==> config.mk <==
export PLATFORM = sky130hd
export DESIGN_NAME = spi_byte_controller
export DESIGN_NICKNAME = d
export VERILOG_FILES = /design/src/rtl/spi_pkg.sv /design/src/rtl/spi_byte_controller.sv
export SDC_FILE = /design/constraint.sdc
export NUM_CORES = 1
export LEC_CHECK = 0
export ABC_CLOCK_PERIOD_IN_PS = 5400
export BUFFER_PORTS_ARGS = -buffer_cell sky130_fd_sc_hd__buf_2
export CORE_MARGIN = 10
export CORE_UTILIZATION = 55
export DETAILED_ROUTE_END_ITERATION = 8
export PLACE_DENSITY = 0.78
export SLEW_MARGIN = 30
export SYNTH_ARGS = -nofsm -noshare
export SYNTH_HDL_FRONTEND = slang
export SYNTH_SLANG_ARGS = --single-unit
==> constraint.sdc <==
create_clock -name clk -period 5.4 [get_ports clk]
set_clock_uncertainty 0.2 [all_clocks]
set_input_delay 1.08 -clock clk [delete_from_list [all_inputs] [get_ports clk]]
set_output_delay 1.08 -clock clk [all_outputs]
set_load 0.01 [all_outputs]
==> src/rtl/spi_pkg.sv <==
// ============================================================================
// spi_pkg : shared SPI controller types, transfer lengths and mode decode
// Rev 1.0
// ============================================================================
`default_nettype none

package spi_pkg;

  localparam int SPI_MAX_BITS = 24;

  typedef enum logic [2:0] {
    ST_IDLE     = 3'd0,
    ST_CS_SETUP = 3'd1,
    ST_SCK_LOW  = 3'd2,
    ST_SCK_HIGH = 3'd3,
    ST_CS_HOLD  = 3'd4
  } spi_state_t;

  typedef enum logic [1:0] {
    LEN8  = 2'd0,
    LEN16 = 2'd1,
    LEN24 = 2'd2
  } spi_len_t;

  // Mode 3 is reserved and falls back to a single byte.
  function automatic spi_len_t mode_to_len(input logic [1:0] mode);
    case (mode)
      2'd1:    return LEN16;
      2'd2:    return LEN24;
      default: return LEN8;
    endcase
  endfunction

  function automatic logic [4:0] mode_to_bits(input logic [1:0] mode);
    case (mode_to_len(mode))
      LEN16:   return 5'd16;
      LEN24:   return 5'd24;
      default: return 5'd8;
    endcase
  endfunction

endpackage

`default_nettype wire

==> src/rtl/spi_byte_controller.sv <==
// ============================================================================
// spi_byte_controller : SPI mode-0 master, 8/16/24-bit MSB-first transfers
// Rev 1.0
// ============================================================================
`default_nettype none

module spi_byte_controller
  import spi_pkg::*;
#(
  parameter int CLK_DIV = 2
) (
  input  logic        clk,
  input  logic        rst,
  input  logic        i_valid,
  output logic        o_ready,
  input  logic [23:0] i_data,
  input  logic [1:0]  i_mode,
  input  logic        i_dc,
  output logic [23:0] o_rx_data,
  output logic        o_rx_valid,
  output logic        display_csb,
  output logic        spi_clk,
  output logic        spi_mosi,
  input  logic        spi_miso,
  output logic        data_commandb
);

  localparam int DIV_W = (CLK_DIV > 1) ? $clog2(CLK_DIV) : 1;
  localparam logic [DIV_W-1:0] DIV_LAST = DIV_W'(CLK_DIV - 1);

  spi_state_t        state_q, state_d;
  logic [DIV_W-1:0]  div_q, div_d;
  logic [4:0]        idx_q, idx_d;
  logic [23:0]       tx_q, tx_d;
  logic [23:0]       rx_q, rx_d;
  logic              dc_q, dc_d;
  logic              csb_q, csb_d;
  logic              sck_q, sck_d;
  logic              mosi_q, mosi_d;
  logic              dcb_q, dcb_d;
  logic [23:0]       rx_data_q, rx_data_d;
  logic              rx_valid_q, rx_valid_d;
  logic              w_div_done;

  assign o_ready       = (state_q == ST_IDLE);
  assign o_rx_data     = rx_data_q;
  assign o_rx_valid    = rx_valid_q;
  assign display_csb   = csb_q;
  assign spi_clk       = sck_q;
  assign spi_mosi      = mosi_q;
  assign data_commandb = dcb_q;

  always_comb begin
    state_d    = state_q;
    div_d      = div_q;
    idx_d      = idx_q;
    tx_d       = tx_q;
    rx_d       = rx_q;
    dc_d       = dc_q;
    csb_d      = csb_q;
    sck_d      = sck_q;
    mosi_d     = mosi_q;
    dcb_d      = dcb_q;
    rx_data_d  = rx_data_q;
    rx_valid_d = 1'b0;
    w_div_done = (div_q == DIV_LAST);

    if (state_q != ST_IDLE) begin
      div_d = w_div_done ? '0 : div_q + 1'b1;
    end

    case (state_q)
      ST_IDLE: begin
        if (i_valid) begin
          tx_d    = i_data;
          dc_d    = i_dc;
          idx_d   = mode_to_bits(i_mode) - 5'd1;
          rx_d    = '0;
          div_d   = '0;
          state_d = ST_CS_SETUP;
        end
      end
      ST_CS_SETUP: begin
        if (w_div_done) state_d = ST_SCK_LOW;
      end
      ST_SCK_LOW: begin
        // This edge is also the SCK rising edge, so MISO is sampled here.
        if (w_div_done) begin
          rx_d    = {rx_q[22:0], spi_miso};
          state_d = ST_SCK_HIGH;
        end
      end
      ST_SCK_HIGH: begin
        if (w_div_done) begin
          if (idx_q == 5'd0) begin
            state_d = ST_CS_HOLD;
          end else begin
            idx_d   = idx_q - 5'd1;
            state_d = ST_SCK_LOW;
          end
        end
      end
      ST_CS_HOLD: begin
        if (w_div_done) begin
          rx_data_d  = rx_q;
          rx_valid_d = 1'b1;
          state_d    = ST_IDLE;
        end
      end
      default: state_d = ST_IDLE;
    endcase

    // Pins are registered from the next state so they line up with it.
    case (state_d)
      ST_IDLE: begin
        csb_d = 1'b1;
        sck_d = 1'b0;
      end
      ST_CS_SETUP: begin
        csb_d  = 1'b0;
        sck_d  = 1'b0;
        dcb_d  = dc_d;
        mosi_d = tx_d[idx_d];
      end
      ST_SCK_LOW: begin
        csb_d  = 1'b0;
        sck_d  = 1'b0;
        mosi_d = tx_d[idx_d];
      end
      ST_SCK_HIGH: begin
        csb_d = 1'b0;
        sck_d = 1'b1;
      end
      ST_CS_HOLD: begin
        csb_d = 1'b0;
        sck_d = 1'b0;
      end
      default: begin
        csb_d = 1'b1;
        sck_d = 1'b0;
      end
    endcase
  end

  always_ff @(posedge clk or negedge rst) begin
    if (!rst) begin
      state_q    <= ST_IDLE;
      div_q      <= '0;
      idx_q      <= '0;
      tx_q       <= '0;
      rx_q       <= '0;
      dc_q       <= 1'b0;
      csb_q      <= 1'b1;
      sck_q      <= 1'b0;
      mosi_q     <= 1'b0;
      dcb_q      <= 1'b1;
      rx_data_q  <= '0;
      rx_valid_q <= 1'b0;
    end else begin
      state_q    <= state_d;
      div_q      <= div_d;
      idx_q      <= idx_d;
      tx_q       <= tx_d;
      rx_q       <= rx_d;
      dc_q       <= dc_d;
      csb_q      <= csb_d;
      sck_q      <= sck_d;
      mosi_q     <= mosi_d;
      dcb_q      <= dcb_d;
      rx_data_q  <= rx_data_d;
      rx_valid_q <= rx_valid_d;
    end
  end

endmodule

`default_nettype wire

==> out/results.ini, run 1 <==
[timing]
rsz0062_at_grt = false
fin_crit_sh_pct = 59.8
max_slew_margin_pct = 48.9
final.min_clock_period_ps = 3230
setup_viol = 0
finalSetupTns_ps = 0
slew_violations = 0
fmax_mhz = 310
worst_pin_slew_ps = 767
hold_viol_final = 0

[worst_setup_path]
cp-endpoint = spi_mosi
r2r_end = spi_mosi
path_class = input port to flip-flop
cp.arrival_ps = 3250
end_kind = flip-flop
crit_fanout = 22
reg2reg_depth = 9
rr_startpoint = idx_q[0]
crit_start = i_valid
crit_required_ps = 5420
r2r_slack_ps = 2200
startpoint_type = input port

[status]
status = finished, final reports clean

[floorplanning]
fp.dieH_um = 104
start_util_pct = 56.5
boundaryPins = 61
core_area_mm2 = 0.00679
row_count = 30
fp.dieW_um = 104
die_area_mm2 = 0.0107

[detailed_routing]
post_drt_wl_per_cell_um = 15.3
first_pass_iters = 6
vias = 2737
drt_wl_total_um = 7930
drtIter0Drc = 151
vias_per_cell = 5.28
route.detailed.drc = 0
drtAntennaViolNets = 0

[global_routing]
grt_pass1_vias = 2665
gr-total-overflow = 0
grt_max_degree = 88
antenna_found_initial = 0
grt_usage_pct = 14.6
grt_pass1_wl_um = 13000

[place]
dp.final_hpwl_um = 5390
globalplace.congestion = 0.822
postPlaceCellArea_mm2 = 0.00422
portBuffers = 60

[logic_synthesis]
synth.top_cell.area_share_pct = 55.4
synth_flop_cell = dfrtp_1
ys_warn_count = 0
synth_nets = 393
synth.area.top_cells = dfrtp_1 (55%), nand2_1 (10%), mux2_2 (9.4%)
synth_seq_cells = 87
yosys.area.top_type = dfrtp_1
seq_area_frac_synth_pct = 56.8
syn_area_per_cell_um2 = 10.6
synth_cell_types = 46
synthCells = 361
synthArstFlopShare_pct = 100
syn_area_mm2 = 0.00384
synth_edf_count = 0

[clock_tree]
holdBufCountCts = 0
htreeDepth = 3
cts_sinks = 87
post_cts.repair.setup_buffers = 0
clockBufferDepth = 2
clk_pin_slew_worst_paths_ps = 90
tritoncts = built
cts_resized = 0
clockRootBuffer = clkbuf_8
worstSkewPairLatency_ps = 360
cts_buffers = 9

[worst_hold_path]
hold_depth = 2
holdCritPathClass = flip-flop to flip-flop

[pwr]
power_density_mw_per_mm2 = 530
leakage_nw = 2.22
ir_drop_mv = 0.284

[cells_and_area]
diodes = 0
final_nets = 449
final_area_mm2 = 0.00449
syn2layout_area_growth_pct = 17.0
drive_above_1_share_pct = 30.6

[job]
max-cap-violations = 0

==> logic make-up after synthesis <==
family | Yosys count | synth area share (%)
flip-flops | 87 | 56.8
AO/OA/AOI/OAI | 55 | 9.62
adder cells (fa/ha/maj) | 1 | 0.326
buffers and inverters | 27 | 3.29
multiplexers | 40 | 11.5
AND/OR/NAND/NOR | 151 | 18.5
==> final cells by class <==
cell class / instances / area (um^2)
flip-flops and latches: 87 / 2180
clock inverters: 6 / 103
clock buffers: 10 / 138
well taps: 96 / 120
fillers: 522 / 2300
inverters: 7 / 31.3
repair buffers: 65 / 368
multi-input cells: 247 / 1550
==> through the flow <==
stage | setup WS [ps] | power (mW) | utilization [%] | hold WS [ps] | instances
floorplan | 2310 | 1.61 | - | 236 | 361
global placement | 1590 | 1.79 | 61.9 | 255 | 500
detailed placement | 1760 | 1.83 | 62.2 | 262 | 501
CTS | 2160 | 2.35 | 65.7 | 287 | 517
global route | 2000 | 2.54 | 66.1 | 311 | 518
finish | 2170 | 2.38 | 66.1 | 282 | 518
==> Yosys cell counts, types with 3 or more instances <==
library cell,n
a21oi_1,6
nor3_1,7
and3_1,3
nand2_1,107
inv_1,6
nand3_1,3
nor2_1,8
mux2_2,32
dfrtp_1,85
or3_1,3
buf_2,7
mux2i_1,8
clkbuf_1,11
o211ai_1,3
o21ai_0,27
a211oi_1,3
nand3b_1,4
==> worst max-delay path, stage by stage <==
cell,delay (ps)
buf_2,100
or4b_1,810
o211ai_1,280
o311ai_4,210
mux2i_1,170
a2111oi_0,440
o31ai_1,150
==> sequential cells by signal, summed over array words and instances, names as in the netlist <==
register / flops
rx_q: 24
dc_q: 1
data_commandb: 1
div_q: 1
display_csb: 1
spi_clk: 1
tx_q: 24
spi_mosi: 1
o_rx_data: 24
idx_q: 5
o_rx_valid: 1
state_q: 3
==> layout by cell type, fill, tap and decap left out, drive strengths merged, types with 3 or more instances in the layout <==
master / instances
inv: 8
o211ai: 3
dfrtp: 85
mux2: 32
nand3: 4
buf: 65
a211oi: 4
clkbuf: 10
mux2i: 8
nand2: 108
nand3b: 4
or3: 4
o21ai: 27
and3: 3
nor2: 8
a21oi: 6
or4b: 3
clkinv: 3
nor3: 7
==> layer usage <==
layer / track usage (%) / vias to the layer above / part of all wire (%)
met5: 0 / - / 0
met4: 7.26 / 0 / 1.3
met3: 3.72 / 8 / 6.2
met2: 21.5 / 77 / 46
met1: 19.5 / 1307 / 47
li1: - / 1345 / -
==> power by group <==
group	leakage, nW	switching, mW	internal [mW]	total [mW]
registers	1.14	0.144	0.856	1.00
clock network	0.120	0.239	0.280	0.519
logic	0.956	0.511	0.349	0.860
total	2.22	0.894	1.49	2.38
==> worst min path at each step <==
stage / start / end / slack [ps]
2_1_floorplan: dc_q / dc_q / 240
3_3_place_gp: dc_q / dc_q / 250
3_5_place_dp: tx_q[9] / tx_q[9] / 260
4_1_cts: tx_q[23] / tx_q[23] / 290
5_1_grt: tx_q[13] / tx_q[13] / 310
6_report: tx_q[7] / tx_q[7] / 280
(Power assumes the default switching activity.)
==> run 2: changes to the inputs <==
- ABC_CLOCK_PERIOD_IN_PS: 5400 -> 3250
- clock period: 5.4 -> 3.25 ns (I/O delays scaled with it)
==> run 2 against run 1 <==
Design area rose by 0.20%. Combinational power rose by 64%. Non-clock buffer count rose by 3. Register-to-register slack got worse by 2100 ps. Core utilization rose by 0.13 points. Critical endpoint unchanged. Largest power group unchanged.
==> out/results.ini, run 2 (synthesized netlist as in run 1, its figures left out) <==
[timing]
fin_crit_sh_pct = 96.3
rsz0062_at_grt = false
worst_pin_slew_ps = 477  ; -289 ps
setup_viol = 0  ; unchanged
hold_viol_final = 0  ; unchanged
finalSetupTns_ps = 0  ; unchanged
fmax_mhz = 320
max_slew_margin_pct = 68.2  ; +19 points
final.min_clock_period_ps = 3130
slew_violations = 0  ; unchanged

[floorplanning]
die_area_mm2 = 0.0107  ; unchanged
start_util_pct = 56.5  ; unchanged
fp.dieH_um = 104  ; unchanged
fp.dieW_um = 104  ; unchanged
row_count = 30  ; unchanged
core_area_mm2 = 0.00679  ; unchanged
boundaryPins = 61  ; unchanged

[worst_setup_path]
path_class = flip-flop to flip-flop
cp.arrival_ps = 3160  ; -90 ps
path_delay_family = simple AND/OR/NAND/NOR gates
end_kind = flip-flop
slowest_delay_ps = 560  ; -250 ps
crit_fanout = 12  ; -45%
crit_required_ps = 3280  ; -2140 ps
cp_num_buf_inv = 1  ; unchanged
cp_cell_sequence = inv_1 > ha_1 > or4b_4 > a211o_4 > nand2_8 > mux2_2 > and3_1 > a2111oi_2 > o31ai_1
startpoint_type = flip-flop
cp_slowest_cell = or4b_4

[worst_hold_path]
holdCritPathClass = input port to asynchronous set/reset pin

[clock_tree]
tritoncts = built
worstSkewPairLatency_ps = 350  ; about the same
clockRootBuffer = clkbuf_8
clockBufferDepth = 2  ; unchanged
cts_buffers = 9  ; unchanged
cts_sinks = 87  ; unchanged
holdBufCountCts = 0  ; unchanged
htreeDepth = 3  ; unchanged
clk_pin_slew_worst_paths_ps = 90  ; about the same

[place]
globalplace.congestion = 0.841  ; +2.3%
dp.final_hpwl_um = 5610  ; +4.0%
portBuffers = 60  ; unchanged

[global_routing]
grt_max_degree = 88  ; unchanged
grt_usage_pct = 15.2  ; +0.59 points
antenna_found_initial = 0  ; unchanged
grt_pass1_vias = 2753  ; +3.3%
grt_pass1_wl_um = 13700  ; +4.8%
gr-total-overflow = 0  ; unchanged

[detailed_routing]
vias_per_cell = 5.27  ; -0.25%
drtIter0Drc = 151  ; unchanged
first_pass_iters = 4  ; -2
drt_wl_total_um = 7960  ; +0.39%
post_drt_wl_per_cell_um = 15.3  ; -0.19%
vias = 2746  ; +0.33%
drtAntennaViolNets = 0  ; unchanged
route.detailed.drc = 0  ; unchanged

[pwr]
ir_drop_mv = 0.436  ; +54%
leakage_nw = 2.22  ; +0.36%
total_power_mw = 3.94  ; +66%
power_density_mw_per_mm2 = 876  ; +65%

[cells_and_area]
syn2layout_area_growth_pct = 17.2
final_common_cell = nand2_1
drive_above_1_share_pct = 31.3  ; +0.73 points
num-fill-cells = 545  ; +4.4%
final_nets = 452  ; +0.67%
mostFrequentLayoutCells = nand2_1 (107), dfrtp_1 (85), buf_2 (59)
diodes = 0  ; unchanged

[job]
max-cap-violations = 0  ; unchanged

[status]
status = finished, final reports clean

run 2: per-stage QoR:
| step | util, % | std cells | worst slack, ps | cell area, um^2 | hold WS (ps) |
|---|---|---|---|---|---|
| 2_1_floorplan | - | 361 | 368 | 3840 | 154 |
| 4_1_cts | 66.0 | 520 | 25.3 | 4490 | 126 |
| 5_1_grt | 66.2 | 521 | 9.14 | 4500 | 131 |
| 3_3_place_gp | 62.6 | 504 | 229 | 4250 | 251 |
| 6_report | 66.2 | 521 | 121 | 4500 | 104 |
| 3_5_place_dp | 62.6 | 504 | 40.4 | 4250 | 257 |
run 2: what timing repair did:
item                       in CTS  in global routing
resized for setup               0                  2
buffers inserted                0                  1
setup endpoints to repair       0                  1
run 2: area by class of cell:
| class | count | area, um^2 | area share (%) |
|---|---|---|---|
| clock buffers | 10 | 138 | 3.06 |
| clock inverters | 6 | 97.6 | 2.17 |
| inverters | 7 | 31.3 | 0.695 |
| multi-input cells | 247 | 1560 | 34.6 |
| flip-flops and latches | 87 | 2180 | 48.4 |
| well taps | 96 | 120 | 2.67 |
| repair buffers | 68 | 375 | 8.34 |
run 2: metal layers:
layer	up-vias	track usage [%]	routed length [um]	share of wire (%)
met5	-	0	0	0
met4	0	5.34	105	1.3
met3	9	4.03	418	5.3
met2	73	22.9	3820	48
met1	1316	20.5	3610	45
li1	1348	-	-	-
run 2: final timing paths:
kind	from	endpoint	slack, ps	cells past startpoint
max in group asynchronous	rst	display_csb	2360	2
worst max register to register	idx_q[0]	spi_mosi	120	9
worst max-delay path	idx_q[0]	spi_mosi	120	9
worst min-delay path	rst	tx_q[7]	100	2
worst min register to register	tx_q[11]	tx_q[11]	280	2
min in group clk	tx_q[11]	tx_q[11]	280	2
run 2: power breakdown:
part | internal [mW] | switching (mW)
Combinational | 0.562 | 0.845
Clock | 0.466 | 0.403
Sequential | 1.42 | 0.244
Total | 2.45 | 1.49
